File: src/rtl/picorv32_wb_master_if.sv
// Bus bundle for picorv32_wb_master: picorv32 native memory port plus pipelined Wishbone B4 master.
// The master modport is the bridge's view; the slave modport is the CPU/interconnect side.
interface picorv32_wb_master_if;
  logic        i_mem_valid;
  logic        i_mem_instr;
  logic [31:0] i_mem_addr;
  logic [31:0] i_mem_wdata;
  logic [3:0]  i_mem_wstrb;
  logic        o_mem_ready;
  logic [31:0] o_mem_rdata;

  logic        o_wb_cyc;
  logic        o_wb_stb;
  logic        o_wb_we;
  logic [31:0] o_wb_addr;
  logic [31:0] o_wb_data;
  logic [3:0]  o_wb_sel;
  logic        i_wb_ack;
  logic [31:0] i_wb_data;
  logic        i_wb_stall;
  logic        i_wb_err;

  modport master (
    input  i_mem_valid, i_mem_instr, i_mem_addr, i_mem_wdata, i_mem_wstrb,
    output o_mem_ready, o_mem_rdata,
    output o_wb_cyc, o_wb_stb, o_wb_we, o_wb_addr, o_wb_data, o_wb_sel,
    input  i_wb_ack, i_wb_data, i_wb_stall, i_wb_err
  );

  modport slave (
    output i_mem_valid, i_mem_instr, i_mem_addr, i_mem_wdata, i_mem_wstrb,
    input  o_mem_ready, o_mem_rdata,
    input  o_wb_cyc, o_wb_stb, o_wb_we, o_wb_addr, o_wb_data, o_wb_sel,
    output i_wb_ack, i_wb_data, i_wb_stall, i_wb_err
  );
endinterface

File: src/rtl/picorv32_wb_master.sv
// picorv32 native memory -> single-beat pipelined Wishbone B4 master, all outputs registered.
// Optional bus watchdog enabled by defining WB_MASTER_TIMEOUT_EN.
module picorv32_wb_master #(
  parameter int unsigned TIMEOUT_CYCLES = 255,
  parameter logic [31:0] ERR_RDATA      = 32'hFFFF_FFFF
) (
  input  logic                        i_clk,
  input  logic                        i_reset,
  picorv32_wb_master_if.master        bus,
  output logic                        o_bus_err,
  output logic [31:0]                 o_bus_err_addr
);

  typedef enum logic [1:0] {
    S_IDLE,
    S_REQ,
    S_WAIT,
    S_DONE
  } state_t;

  state_t      r_state;
  state_t      w_state_nxt;

  logic        r_cyc,      w_cyc_nxt;
  logic        r_stb,      w_stb_nxt;
  logic        r_we,       w_we_nxt;
  logic [31:0] r_addr,     w_addr_nxt;
  logic [31:0] r_data,     w_data_nxt;
  logic [3:0]  r_sel,      w_sel_nxt;
  logic        r_ready,    w_ready_nxt;
  logic [31:0] r_rdata,    w_rdata_nxt;
  logic        r_err,      w_err_nxt;
  logic [31:0] r_err_addr, w_err_addr_nxt;

  logic        w_timeout;
  logic        w_fail;
  logic        w_unused_instr;

  assign w_unused_instr = bus.i_mem_instr;

`ifdef WB_MASTER_TIMEOUT_EN
  localparam logic [15:0] TMO_LAST = 16'(TIMEOUT_CYCLES - 1);

  logic [15:0] r_tmo_cnt;

  // Counter value k means cyc has been high for k+1 cycles, so the abort edge lands on cycle TIMEOUT_CYCLES.
  always_ff @(posedge i_clk) begin
    if (i_reset) begin
      r_tmo_cnt <= '0;
    end else if (r_state == S_IDLE && w_state_nxt == S_REQ) begin
      r_tmo_cnt <= '0;
    end else if (r_state == S_REQ || r_state == S_WAIT) begin
      r_tmo_cnt <= r_tmo_cnt + 16'd1;
    end
  end

  assign w_timeout = (r_tmo_cnt == TMO_LAST);
`else
  logic w_unused_tmo;
  assign w_unused_tmo = (TIMEOUT_CYCLES == 0);
  assign w_timeout    = 1'b0;
`endif

  // Error beats ack; ack beats a timeout on the same cycle.
  assign w_fail = bus.i_wb_err || (w_timeout && !bus.i_wb_ack);

  always_comb begin
    w_state_nxt    = r_state;
    w_cyc_nxt      = r_cyc;
    w_stb_nxt      = r_stb;
    w_we_nxt       = r_we;
    w_addr_nxt     = r_addr;
    w_data_nxt     = r_data;
    w_sel_nxt      = r_sel;
    w_ready_nxt    = 1'b0;
    w_rdata_nxt    = r_rdata;
    w_err_nxt      = 1'b0;
    w_err_addr_nxt = r_err_addr;

    case (r_state)
      S_IDLE: begin
        if (bus.i_mem_valid) begin
          w_addr_nxt  = bus.i_mem_addr;
          w_data_nxt  = bus.i_mem_wdata;
          w_we_nxt    = |bus.i_mem_wstrb;
          w_sel_nxt   = (|bus.i_mem_wstrb) ? bus.i_mem_wstrb : 4'hF;
          w_cyc_nxt   = 1'b1;
          w_stb_nxt   = 1'b1;
          w_state_nxt = S_REQ;
        end
      end

      S_REQ, S_WAIT: begin
        if (w_fail) begin
          w_cyc_nxt      = 1'b0;
          w_stb_nxt      = 1'b0;
          w_ready_nxt    = 1'b1;
          w_err_nxt      = 1'b1;
          w_err_addr_nxt = r_addr;
          if (!r_we) begin
            w_rdata_nxt = ERR_RDATA;
          end
          w_state_nxt    = S_DONE;
        end else if (bus.i_wb_ack) begin
          w_cyc_nxt   = 1'b0;
          w_stb_nxt   = 1'b0;
          w_ready_nxt = 1'b1;
          if (!r_we) begin
            w_rdata_nxt = bus.i_wb_data;
          end
          w_state_nxt = S_DONE;
        end else if (r_state == S_REQ && !bus.i_wb_stall) begin
          w_stb_nxt   = 1'b0;
          w_state_nxt = S_WAIT;
        end
      end

      S_DONE: begin
        w_state_nxt = S_IDLE;
      end

      default: begin
        w_state_nxt = S_IDLE;
      end
    endcase
  end

  always_ff @(posedge i_clk) begin
    if (i_reset) begin
      r_state    <= S_IDLE;
      r_cyc      <= 1'b0;
      r_stb      <= 1'b0;
      r_we       <= 1'b0;
      r_addr     <= '0;
      r_data     <= '0;
      r_sel      <= '0;
      r_ready    <= 1'b0;
      r_rdata    <= '0;
      r_err      <= 1'b0;
      r_err_addr <= '0;
    end else begin
      r_state    <= w_state_nxt;
      r_cyc      <= w_cyc_nxt;
      r_stb      <= w_stb_nxt;
      r_we       <= w_we_nxt;
      r_addr     <= w_addr_nxt;
      r_data     <= w_data_nxt;
      r_sel      <= w_sel_nxt;
      r_ready    <= w_ready_nxt;
      r_rdata    <= w_rdata_nxt;
      r_err      <= w_err_nxt;
      r_err_addr <= w_err_addr_nxt;
    end
  end

  assign bus.o_wb_cyc    = r_cyc;
  assign bus.o_wb_stb    = r_stb;
  assign bus.o_wb_we     = r_we;
  assign bus.o_wb_addr   = r_addr;
  assign bus.o_wb_data   = r_data;
  assign bus.o_wb_sel    = r_sel;
  assign bus.o_mem_ready = r_ready;
  assign bus.o_mem_rdata = r_rdata;
  assign o_bus_err       = r_err;
  assign o_bus_err_addr  = r_err_addr;

endmodule
File: src/flat_wrapper.sv
// flat-port wrapper written by rule: the top's interface ports become plain ports
module picorv32_wb_master_flat 
#(
  parameter int unsigned TIMEOUT_CYCLES = 255,
  parameter logic [31:0] ERR_RDATA      = 32'hFFFF_FFFF
)
  (i_clk, i_reset, o_bus_err, o_bus_err_addr, bus_i_mem_valid, bus_i_mem_instr, bus_i_mem_addr, bus_i_mem_wdata, bus_i_mem_wstrb, bus_o_mem_ready, bus_o_mem_rdata, bus_o_wb_cyc, bus_o_wb_stb, bus_o_wb_we, bus_o_wb_addr, bus_o_wb_data, bus_o_wb_sel, bus_i_wb_ack, bus_i_wb_data, bus_i_wb_stall, bus_i_wb_err);
  picorv32_wb_master_if bus_i ();
  input  logic i_clk;
  input  logic i_reset;
  output logic o_bus_err;
  output logic [31:0] o_bus_err_addr;
  input wire logic [$bits(bus_i.i_mem_valid)-1:0] bus_i_mem_valid;
  input wire logic [$bits(bus_i.i_mem_instr)-1:0] bus_i_mem_instr;
  input wire logic [$bits(bus_i.i_mem_addr)-1:0] bus_i_mem_addr;
  input wire logic [$bits(bus_i.i_mem_wdata)-1:0] bus_i_mem_wdata;
  input wire logic [$bits(bus_i.i_mem_wstrb)-1:0] bus_i_mem_wstrb;
  output wire logic [$bits(bus_i.o_mem_ready)-1:0] bus_o_mem_ready;
  output wire logic [$bits(bus_i.o_mem_rdata)-1:0] bus_o_mem_rdata;
  output wire logic [$bits(bus_i.o_wb_cyc)-1:0] bus_o_wb_cyc;
  output wire logic [$bits(bus_i.o_wb_stb)-1:0] bus_o_wb_stb;
  output wire logic [$bits(bus_i.o_wb_we)-1:0] bus_o_wb_we;
  output wire logic [$bits(bus_i.o_wb_addr)-1:0] bus_o_wb_addr;
  output wire logic [$bits(bus_i.o_wb_data)-1:0] bus_o_wb_data;
  output wire logic [$bits(bus_i.o_wb_sel)-1:0] bus_o_wb_sel;
  input wire logic [$bits(bus_i.i_wb_ack)-1:0] bus_i_wb_ack;
  input wire logic [$bits(bus_i.i_wb_data)-1:0] bus_i_wb_data;
  input wire logic [$bits(bus_i.i_wb_stall)-1:0] bus_i_wb_stall;
  input wire logic [$bits(bus_i.i_wb_err)-1:0] bus_i_wb_err;
  assign bus_i.i_mem_valid = bus_i_mem_valid;
  assign bus_i.i_mem_instr = bus_i_mem_instr;
  assign bus_i.i_mem_addr = bus_i_mem_addr;
  assign bus_i.i_mem_wdata = bus_i_mem_wdata;
  assign bus_i.i_mem_wstrb = bus_i_mem_wstrb;
  assign bus_o_mem_ready = bus_i.o_mem_ready;
  assign bus_o_mem_rdata = bus_i.o_mem_rdata;
  assign bus_o_wb_cyc = bus_i.o_wb_cyc;
  assign bus_o_wb_stb = bus_i.o_wb_stb;
  assign bus_o_wb_we = bus_i.o_wb_we;
  assign bus_o_wb_addr = bus_i.o_wb_addr;
  assign bus_o_wb_data = bus_i.o_wb_data;
  assign bus_o_wb_sel = bus_i.o_wb_sel;
  assign bus_i.i_wb_ack = bus_i_wb_ack;
  assign bus_i.i_wb_data = bus_i_wb_data;
  assign bus_i.i_wb_stall = bus_i_wb_stall;
  assign bus_i.i_wb_err = bus_i_wb_err;
  picorv32_wb_master #(.TIMEOUT_CYCLES(TIMEOUT_CYCLES), .ERR_RDATA(ERR_RDATA)) u_core (.i_clk(i_clk), .i_reset(i_reset), .bus(bus_i), .o_bus_err(o_bus_err), .o_bus_err_addr(o_bus_err_addr));
endmodule
File: config.mk
export PLATFORM = sky130hd
export DESIGN_NAME = picorv32_wb_master_flat
export DESIGN_NICKNAME = d
export VERILOG_FILES = /design/src/rtl/picorv32_wb_master_if.sv /design/src/rtl/picorv32_wb_master.sv /design/src/flat_wrapper.sv
export SDC_FILE = /design/constraint.sdc
export NUM_CORES = 1
export LEC_CHECK = 0
export ABC_AREA = 1
export CAP_MARGIN = 40
export CORE_MARGIN = 2
export CORE_UTILIZATION = 35
export DETAILED_ROUTE_END_ITERATION = 8
export HOLD_SLACK_MARGIN = 0.06
export PLACE_DENSITY = 0.7
export RECOVER_POWER = 50
export SETUP_SLACK_MARGIN = 0.02
export SKIP_LAST_GASP = 1
export SYNTH_ARGS = -nofsm -noshare
export SYNTH_HDL_FRONTEND = slang
export SYNTH_SLANG_ARGS = --single-unit
export TNS_END_PERCENT = 10
File: constraint.sdc
create_clock -name i_clk -period 1.85 [get_ports i_clk]
set_input_delay 0.37 -clock i_clk [delete_from_list [all_inputs] [get_ports i_clk]]
set_output_delay 0.37 -clock i_clk [all_outputs]
set_load 0.03 [all_outputs]
==> impl_metrics.ini <==
[global_routing]
grt_pass1_vias = 4380
grt-ovfl-total = 0
grt_pass1_wl_um = 22540
grt_max_degree = 69
track_usage_pct = 19.25
antenna_found_initial = 0

[timing]
setup_slack_ps = -39.07
tightest_slew_ps = 678.6
hold_viol = 0
fmax_ghz = 0.5294
setup_tns_ps = -337.2
slew_viol_final = 0
period_minus_slack_ps = 1889
setup_viol = 12
rsz0062_at_grt = yes
period_share_pct = 102.1
finClkSkew_ps = 7.205
slew_headroom_pct = 54.71

[place]
place_hpwl_um = 9992
place_ws_ps = -112.5
postPlaceCellArea_um2 = 7609
dpl.cell_count = 1028
finalWeightedCongestion = 0.7832
port_buffers = 242

[route]
final_antenna_net_count = 0
drtPass1Iterations = 4
wl_per_cell_um = 13.89
drc_errors = 0
routed-via-count = 4927
wirelength_um = 14740
viasPerCell = 4.644
drt_iter0_drc = 307

[critical_path]
arrival_ps = 2240
cp-endpoint = u_core.bus.o_mem_rdata[16]
crit_family = simple AND/OR/NAND/NOR gates
r2r_cells = 6
crit_start = u_core.r_state[0]
reg2reg_to = u_core.bus.o_mem_rdata[16]
regToRegSetupSlack_ps = -40
slowest_delay_ps = 570
start_kind = flip-flop
crit_fanout = 16
cpMaxStageDelayCell = nor2_2
crit_buf_inv = 1
crit_cells = 6
crit_type = flip-flop to flip-flop
required_ps = 2210
path_cells = inv_1 > ha_1 > o21ai_2 > nor2_2 > o21ai_0 > nor2_1
rr_startpoint = u_core.r_state[0]
end_kind = flip-flop

[synthesis]
yosysUniqueCellTypes = 21
netlist_area_um2 = 4966
synth-seq-cells = 139
syn-instance-count = 634
synth_top_area_share_pct = 56.03
yosys-top-cells-area = dfxtp_1 (56%), nor2_1 (18%), o21ai_0 (12%)
yosysTopAreaCell = dfxtp_1
synth_fp_nets = 745
synth.yosys.seq_area_share_pct = 56.03
avgSynthCellArea_um2 = 7.833
yosysWarnings = 0

[power_and_ir_drop]
ir_worst_vdd_uv = 1144
power.density_nw_per_um2 = 1939
leakage_nw = 3.283

[clock_tree]
clkSinkCount = 139
cts_setup_buffers = 0
numCtsBuffers = 17
root_buffer = clkbuf_16
clkTransAtPathRegs_ps = 60
ctsLongestPathBuffers = 2
postCtsHoldBufs = 0
htreeDepth = 4
clkLatencyLatePin_ps = 420
cts_tree = done

[flow_run]
drv_cap = 0

[cells_and_area]
stdcell_count = 1061
layout.nets = 979
finish.utilization_pct = 59.51
antennaDiodeCount = 0
drive_gt1_share_pct = 6.356
area_growth_pct = 66.34
final_area_um2 = 8260

[outcome]
violations = setup timing
outcome = finished with violations

[min_path]
hp-class = flip-flop to flip-flop

[floorplanning]
die_w_um = 123.1
die-area_um2 = 15160
rows = 43
pin_count = 244
start_util_pct = 35.78
die_h_um = 123.1
coreArea_um2 = 13880
==> cell families after synthesis <==
kind of cell               Yosys count  synth area share (%)
AOI/OAI and AO/OA                  140                 14.19
DFF                                139                 56.03
buffers and inverters               59                 5.543
and+or+nand+nor                    292                 23.23
adders and majority gates            4                 1.008
==> worst min-delay path by stage <==
stage / to / slack, ps / startpoint / cells after the start
6_report: u_core.bus.o_wb_stb / 480 / u_core.bus.o_wb_stb / 2
5_1_grt: u_core.bus.o_wb_stb / 490 / u_core.bus.o_wb_stb / 2
4_1_cts: u_core.bus.o_wb_stb / 480 / u_core.bus.o_wb_stb / 2
3_5_place_dp: u_core.o_bus_err_addr[24] / 470 / u_core.o_bus_err_addr[24] / 2
3_3_place_gp: u_core.o_bus_err_addr[26] / 460 / u_core.o_bus_err_addr[26] / 2
2_1_floorplan: u_core.r_state[1] / 470 / u_core.r_state[1] / 2
==> per-layer routing <==
metal  up-vias  wire (um)  GRT usage (%)
li1       2522          -              -
met1      2210       6069          23.07
met2       171       6969          30.15
met3        24       1463          8.856
met4         0        237          7.315
met5         -          0              0
==> layout by cell type, fill, tap and decap left out, drive strengths merged <==
cell type,count
dlygate4sd2,5
dfxtp,139
inv,14
nor3,33
buf,17
nor2,242
clkbuf,21
nand2,15
clkinvlp,3
nand3,3
clkdlybuf4s50,237
clkinv,3
bufinv,5
ha,4
o21ai,135
a21oi,5
==> sequential cells by signal, indices dropped and copies added, names as in the netlist <==
| register | flops |
|---|---|
| u_core.bus.o_mem_rdata | 32 |
| u_core.bus.o_mem_ready | 1 |
| u_core.bus.o_wb_addr | 32 |
| u_core.bus.o_wb_cyc | 1 |
| u_core.bus.o_wb_data | 32 |
| u_core.bus.o_wb_sel | 4 |
| u_core.bus.o_wb_stb | 1 |
| u_core.bus.o_wb_we | 1 |
| u_core.o_bus_err | 1 |
| u_core.o_bus_err_addr | 32 |
| u_core.r_state | 2 |
==> per-stage QoR <==
step | total power, mW | hold WS [ps]
finish | 16.02 | 475.9
global route | 16.98 | 490.9
CTS | 16.14 | 481.1
detailed placement | 12.36 | 470.5
global placement | 12.30 | 460.9
floorplan | 9.142 | 472.4
==> area by class of cell <==
class / count / area, um2
clock inverter: 11 / 191.4
fill: 1290 / 5620
tap: 180 / 225.2
multi-input combinational: 437 / 1917
clock buffer: 21 / 460.4
timing repair buffer: 259 / 2631
inverter: 14 / 52.55
sequential: 139 / 2783
==> worst register-to-register path, stage by stage, from the launching register on <==
cell and delay [ps]:
dfxtp_1 370, inv_1 90, ha_1 400, o21ai_2 130, nor2_2 570, o21ai_0 160
nor2_1 110
==> synth_stat cells (all sizes together) <==
| master | n |
|---|---|
| nor2 | 241 |
| dfxtp | 139 |
| o21ai | 135 |
| nor3 | 33 |
| clkbuf | 26 |
| buf | 19 |
| nand2 | 15 |
| inv | 14 |
| a21oi | 5 |
| ha | 4 |
| nand3 | 3 |
==> report_power, final <==
group          switching (mW)  leakage [nW]  internal, mW
logic                    4.54          1.83          3.02
registers               0.590          1.15          4.12
clock network            1.29         0.309          2.46
==> timing repair <==
action | CTS | global route
endpoints found under the hold margin | 0 | 0
resized for setup | 5 | 0
cloned | 0 | 1
setup endpoints to repair | 52 | 141
pin swaps | 0 | 1
Note: power is estimated with default switching activity, not from simulation.
==> edit 1, RTL diff (config.mk and constraints unchanged) <==
Encoding of `state_t`: now one-hot (4 bits for 4 states).
--- a/src/rtl/picorv32_wb_master.sv
+++ b/src/rtl/picorv32_wb_master.sv
@@ -13,7 +13,7 @@
 
-  typedef enum logic [1:0] {
-    S_IDLE,
-    S_REQ,
-    S_WAIT,
-    S_DONE
+  typedef enum logic [3:0] {
+    S_IDLE = 4'b0001,
+    S_REQ  = 4'b0010,
+    S_WAIT = 4'b0100,
+    S_DONE = 4'b1000
   } state_t;
Formal check against the unedited RTL: same outputs for any inputs over 4 cycles, from zero or initial values and one cycle with i_reset high; so few cycles prove little.
==> edit 1 against the unedited design <==
  * Routed wire length increased by 4.2%
  * Final area about the same
  * Highest routed layer unchanged
  * Synthesized area increased by 4.4%
  * Die area increased by 4.3%
  * Setup slack improved by 0.051 ns
  * Critical path type is now flip-flop to output port
  * Sequential cell count is 2 higher
  * Global-route usage shrank 0.18 points
  * Register-to-register slack better by 0.23 ns
Power is not compared: it rests on default switching activity, and its combinational part moved more than twofold at a synthesized area within 25%.
==> edit 1: results <==
export IMPL_grt_max_degree=88
export IMPL_dr_total_vias=5036
export IMPL_num_fill_cells=1375
export IMPL_synthTopCellsByCount="176 x nand2_1, 141 x dfxtp_1, 99 x a21oi_1"
export IMPL_crit_cells=1
export IMPL_hold_path_startpoint="i_reset"
export IMPL_synth_fp_nets=777
export IMPL_routedWlPerCell_um=14.06
export IMPL_hold_path_endpoint="u_core.o_bus_err_addr[18]"
export IMPL_reg2reg_from="u_core.r_state[3]"
export IMPL_relSlewSlack=0.6287
export IMPL_layout_drive_gt1_share=0.09021
export IMPL_slowest_stage="clkdlybuf4s50_1"
export IMPL_drt_initial_drc_count=208
export IMPL_crit_family="buffers and inverters"
export IMPL_track_usage=0.1906
export IMPL_grt_pass1_wl_mm=24.16
export IMPL_synthTopCellsByArea="dfxtp_1 54%, nand2_1 13%, a21oi_1 9.6%"
export IMPL_slowest_delay_ns=0.71
export IMPL_status="finished clean"
export IMPL_dp_slack_ns=-0.003399
export IMPL_dp_hpwl_mm=10.30
export IMPL_timing_hold_ws_ns=0.2827
export IMPL_min_path_type="input pin to flip-flop"
export IMPL_first_global_vias=4715
## edit 1: changes by cell type in the layout (fill, tap and decap cells not counted), sizes merged, moves of 94 or more
cell   delta
o21ai    -98
nand2   +163
nor2    -155
a21oi    +94
## edit 1: logic make-up (layout without fill, tap and decap cells)
| logic type | count (synthesis) | after routing | synth area share |
|---|---|---|---|
| buffers and inverters | 59 | 298 | 0.05573 |
| DFF | 141 | 141 | 0.5443 |
| AOI/OAI and AO/OA | 136 | 136 | 0.1312 |
| and+or+nand+nor | 334 | 334 | 0.2688 |
## edit 1: layout make-up
cell class / instances / area share
flip-flops and latches: 141 / 0.3417
well taps: 184 / 0.02787
multi-input cells: 470 / 0.2502
clock buffers: 17 / 0.05149
clock inverters: 15 / 0.02287
inverters: 10 / 0.004543
repair buffers: 256 / 0.3014
## edit 1: worst max-delay path by stage
stage                                          from                          to  slack (ns)
after floorplan                        bus_i_wb_err  u_core.bus.o_mem_rdata[16]        0.61
after global placement                 bus_i_wb_ack  u_core.bus.o_mem_rdata[11]        0.02
after detailed placement               bus_i_wb_ack  u_core.bus.o_mem_rdata[21]      -0.003
after CTS                 u_core.bus.o_mem_rdata[6]          bus_o_mem_rdata[6]       -0.03
after global routing       u_core.bus.o_wb_addr[12]           bus_o_wb_addr[12]       -0.04
final                      u_core.bus.o_wb_addr[12]           bus_o_wb_addr[12]        0.01
## edit 1: through the flow
stage,instances,instance area (um^2),utilization
floorplan,670,5186,-
global placement,1061,7747,0.5351
detailed placement,1061,7747,0.5351
CTS,1093,8356,0.5771
global route,1093,8262,0.5706
finish,1093,8262,0.5706
## edit 1: metal layers
metal / GRT usage / vias to the layer above / wire length, um
met5: 0 / - / 0
met4: 0.06723 / 0 / 229
met3: 0.08581 / 21 / 1434
met2: 0.2986 / 182 / 6889
met1: 0.2331 / 2230 / 6812
li1: - / 2603 / -
## edit 1: repair_timing
item / in CTS / in global routing
gates resized for setup: 5 / 10
setup endpoints to repair: 53 / 105
pin swaps: 0 / 0
## edit 1: power by group through the flow
stage | logic, uW | registers (uW) | clock network, uW
detailed placement | 1520 | 3380 | 0
global placement | 1520 | 3380 | 0
global route | 1590 | 3340 | 3710
floorplan | 480 | 3710 | 0
finish | 1470 | 3320 | 3500
CTS | 1520 | 3320 | 3580
==> edit 2, RTL diff (config.mk and constraints unchanged) <==
Made on the original files. The option `WB_MASTER_TIMEOUT_EN` is turned on by a define.
--- a/src/rtl/picorv32_wb_master.sv
+++ b/src/rtl/picorv32_wb_master.sv
@@ -2,2 +2,4 @@
 // Optional bus watchdog enabled by defining WB_MASTER_TIMEOUT_EN.
+`define WB_MASTER_TIMEOUT_EN
+
 module picorv32_wb_master #(
Function: no difference found for any inputs over 4 cycles, from zero or initial values and one cycle with i_reset high; that may be too few to reach the edited logic, so the function may still have changed.
==> edit 2 against the unedited design <==
  * Total power decreased by 25%
  * Setup slack better by 0.042 ns
  * Sequential cell count increased by 16
  * Non-clock buffer count up 2
  * Global-route usage decreased by 2.0 points
  * Combinational power fell by 48%
  * Final area rose by 19%
  * Routed wire length up 19%
  * Synthesized area rose by 30%
==> edit 2: results <==
export IMPL_post_synth_top_count_cell="nand2_1"
export IMPL_inverters=138
export IMPL_crit_family="buffers and inverters"
export IMPL_synth_compound_area_frac=0.1179
export IMPL_grt_pass1_wl_mm=27.52
export IMPL_status="finished clean"
export IMPL_clock_buffer_count=19
export IMPL_crit_fanout=2
export IMPL_num_multi_input_gates=573
export IMPL_synthTopCellsByArea="dfxtp_1 48%, nand2_1 10%, nor2_1 10%"
export IMPL_dp_hpwl_mm=11.43
export IMPL_drt_initial_drc_count=249
export IMPL_design_seq_count=155
export IMPL_core_mm2=0.01802
export IMPL_sh_seq_area=0.3157
export IMPL_synth_adder_area_share=0.009694
export IMPL_n_all_buffers=261
export IMPL_num_fill_cells=1751
export IMPL_peakVddDrop_uv=622.5
export IMPL_place_congestion=0.8020
export IMPL_synthTopCellsByCount="179 x nand2_1, 176 x nor2_1, 155 x dfxtp_1"
export IMPL_clock_area_frac=0.06757
export IMPL_power_leakage_uw=0.004360
export IMPL_track_usage=0.1720
export IMPL_pg_seq_uw=4110
export IMPL_skew_ns=0.01216
export IMPL_p_int_uw=7939
export IMPL_via_per_inst=4.488
export IMPL_synthXorXnorAreaFrac=0.01086
[edit 2: cell types whose count changed after synthesis, moves of 4 or more]
cell and delta:
nand3_1 +40, nor2_1 -63, o21ai_0 -57, inv_1 +122, dfxtp_1 +16, o21ai_1 -12, xnor2_1 +4, nand2_1 +165
buf_6 +5, buf_1 +9, nor3_1 -29, o221ai_1 +4, xor2_1 +4, a21oi_1 +68
[edit 2: per-layer routing]
metal,share of wire,vias up,global-route usage
met4,0.023,0,0.06684
li1,-,3269,-
met3,0.088,32,0.07433
met1,0.45,2749,0.2108
met2,0.44,179,0.2670
met5,0,-,0
[edit 2: worst paths after layout]
check	from	end	slack [ns]	cells after the start
setup reg to reg	u_core.r_tmo_cnt[1]	u_core.o_bus_err_addr[6]	0.10	10
hold / removal	u_core.bus.o_wb_stb	u_core.bus.o_wb_stb	0.46	2
setup / recovery	u_core.o_bus_err_addr[1]	o_bus_err_addr[1]	0.003	1
hold reg to reg	u_core.bus.o_wb_stb	u_core.bus.o_wb_stb	0.46	2
[edit 2: timing repair]
action | in CTS | in global routing
endpoints found under the setup margin | 47 | 159
buffers inserted | 0 | 1
gates cloned | 0 | 2
pin swaps | 0 | 2
gates resized for setup | 4 | 10
[edit 2: cell families after synthesis]
logic type | after synthesis
xor+xnor | 8
flops | 155
buf+inv | 190
compound gates | 146
simple gates | 414
fa+ha+maj | 5
[edit 2: per-stage QoR]
stage / utilization / cells / TNS [ns]
3_3_place_gp: 0.5067 / 1353 / -0.01806
4_1_cts: 0.5435 / 1385 / -0.07363
2_1_floorplan: - / 918 / 0
5_1_grt: 0.5455 / 1388 / -1.019
3_5_place_dp: 0.5067 / 1353 / -0.04770
6_report: 0.5455 / 1388 / 0
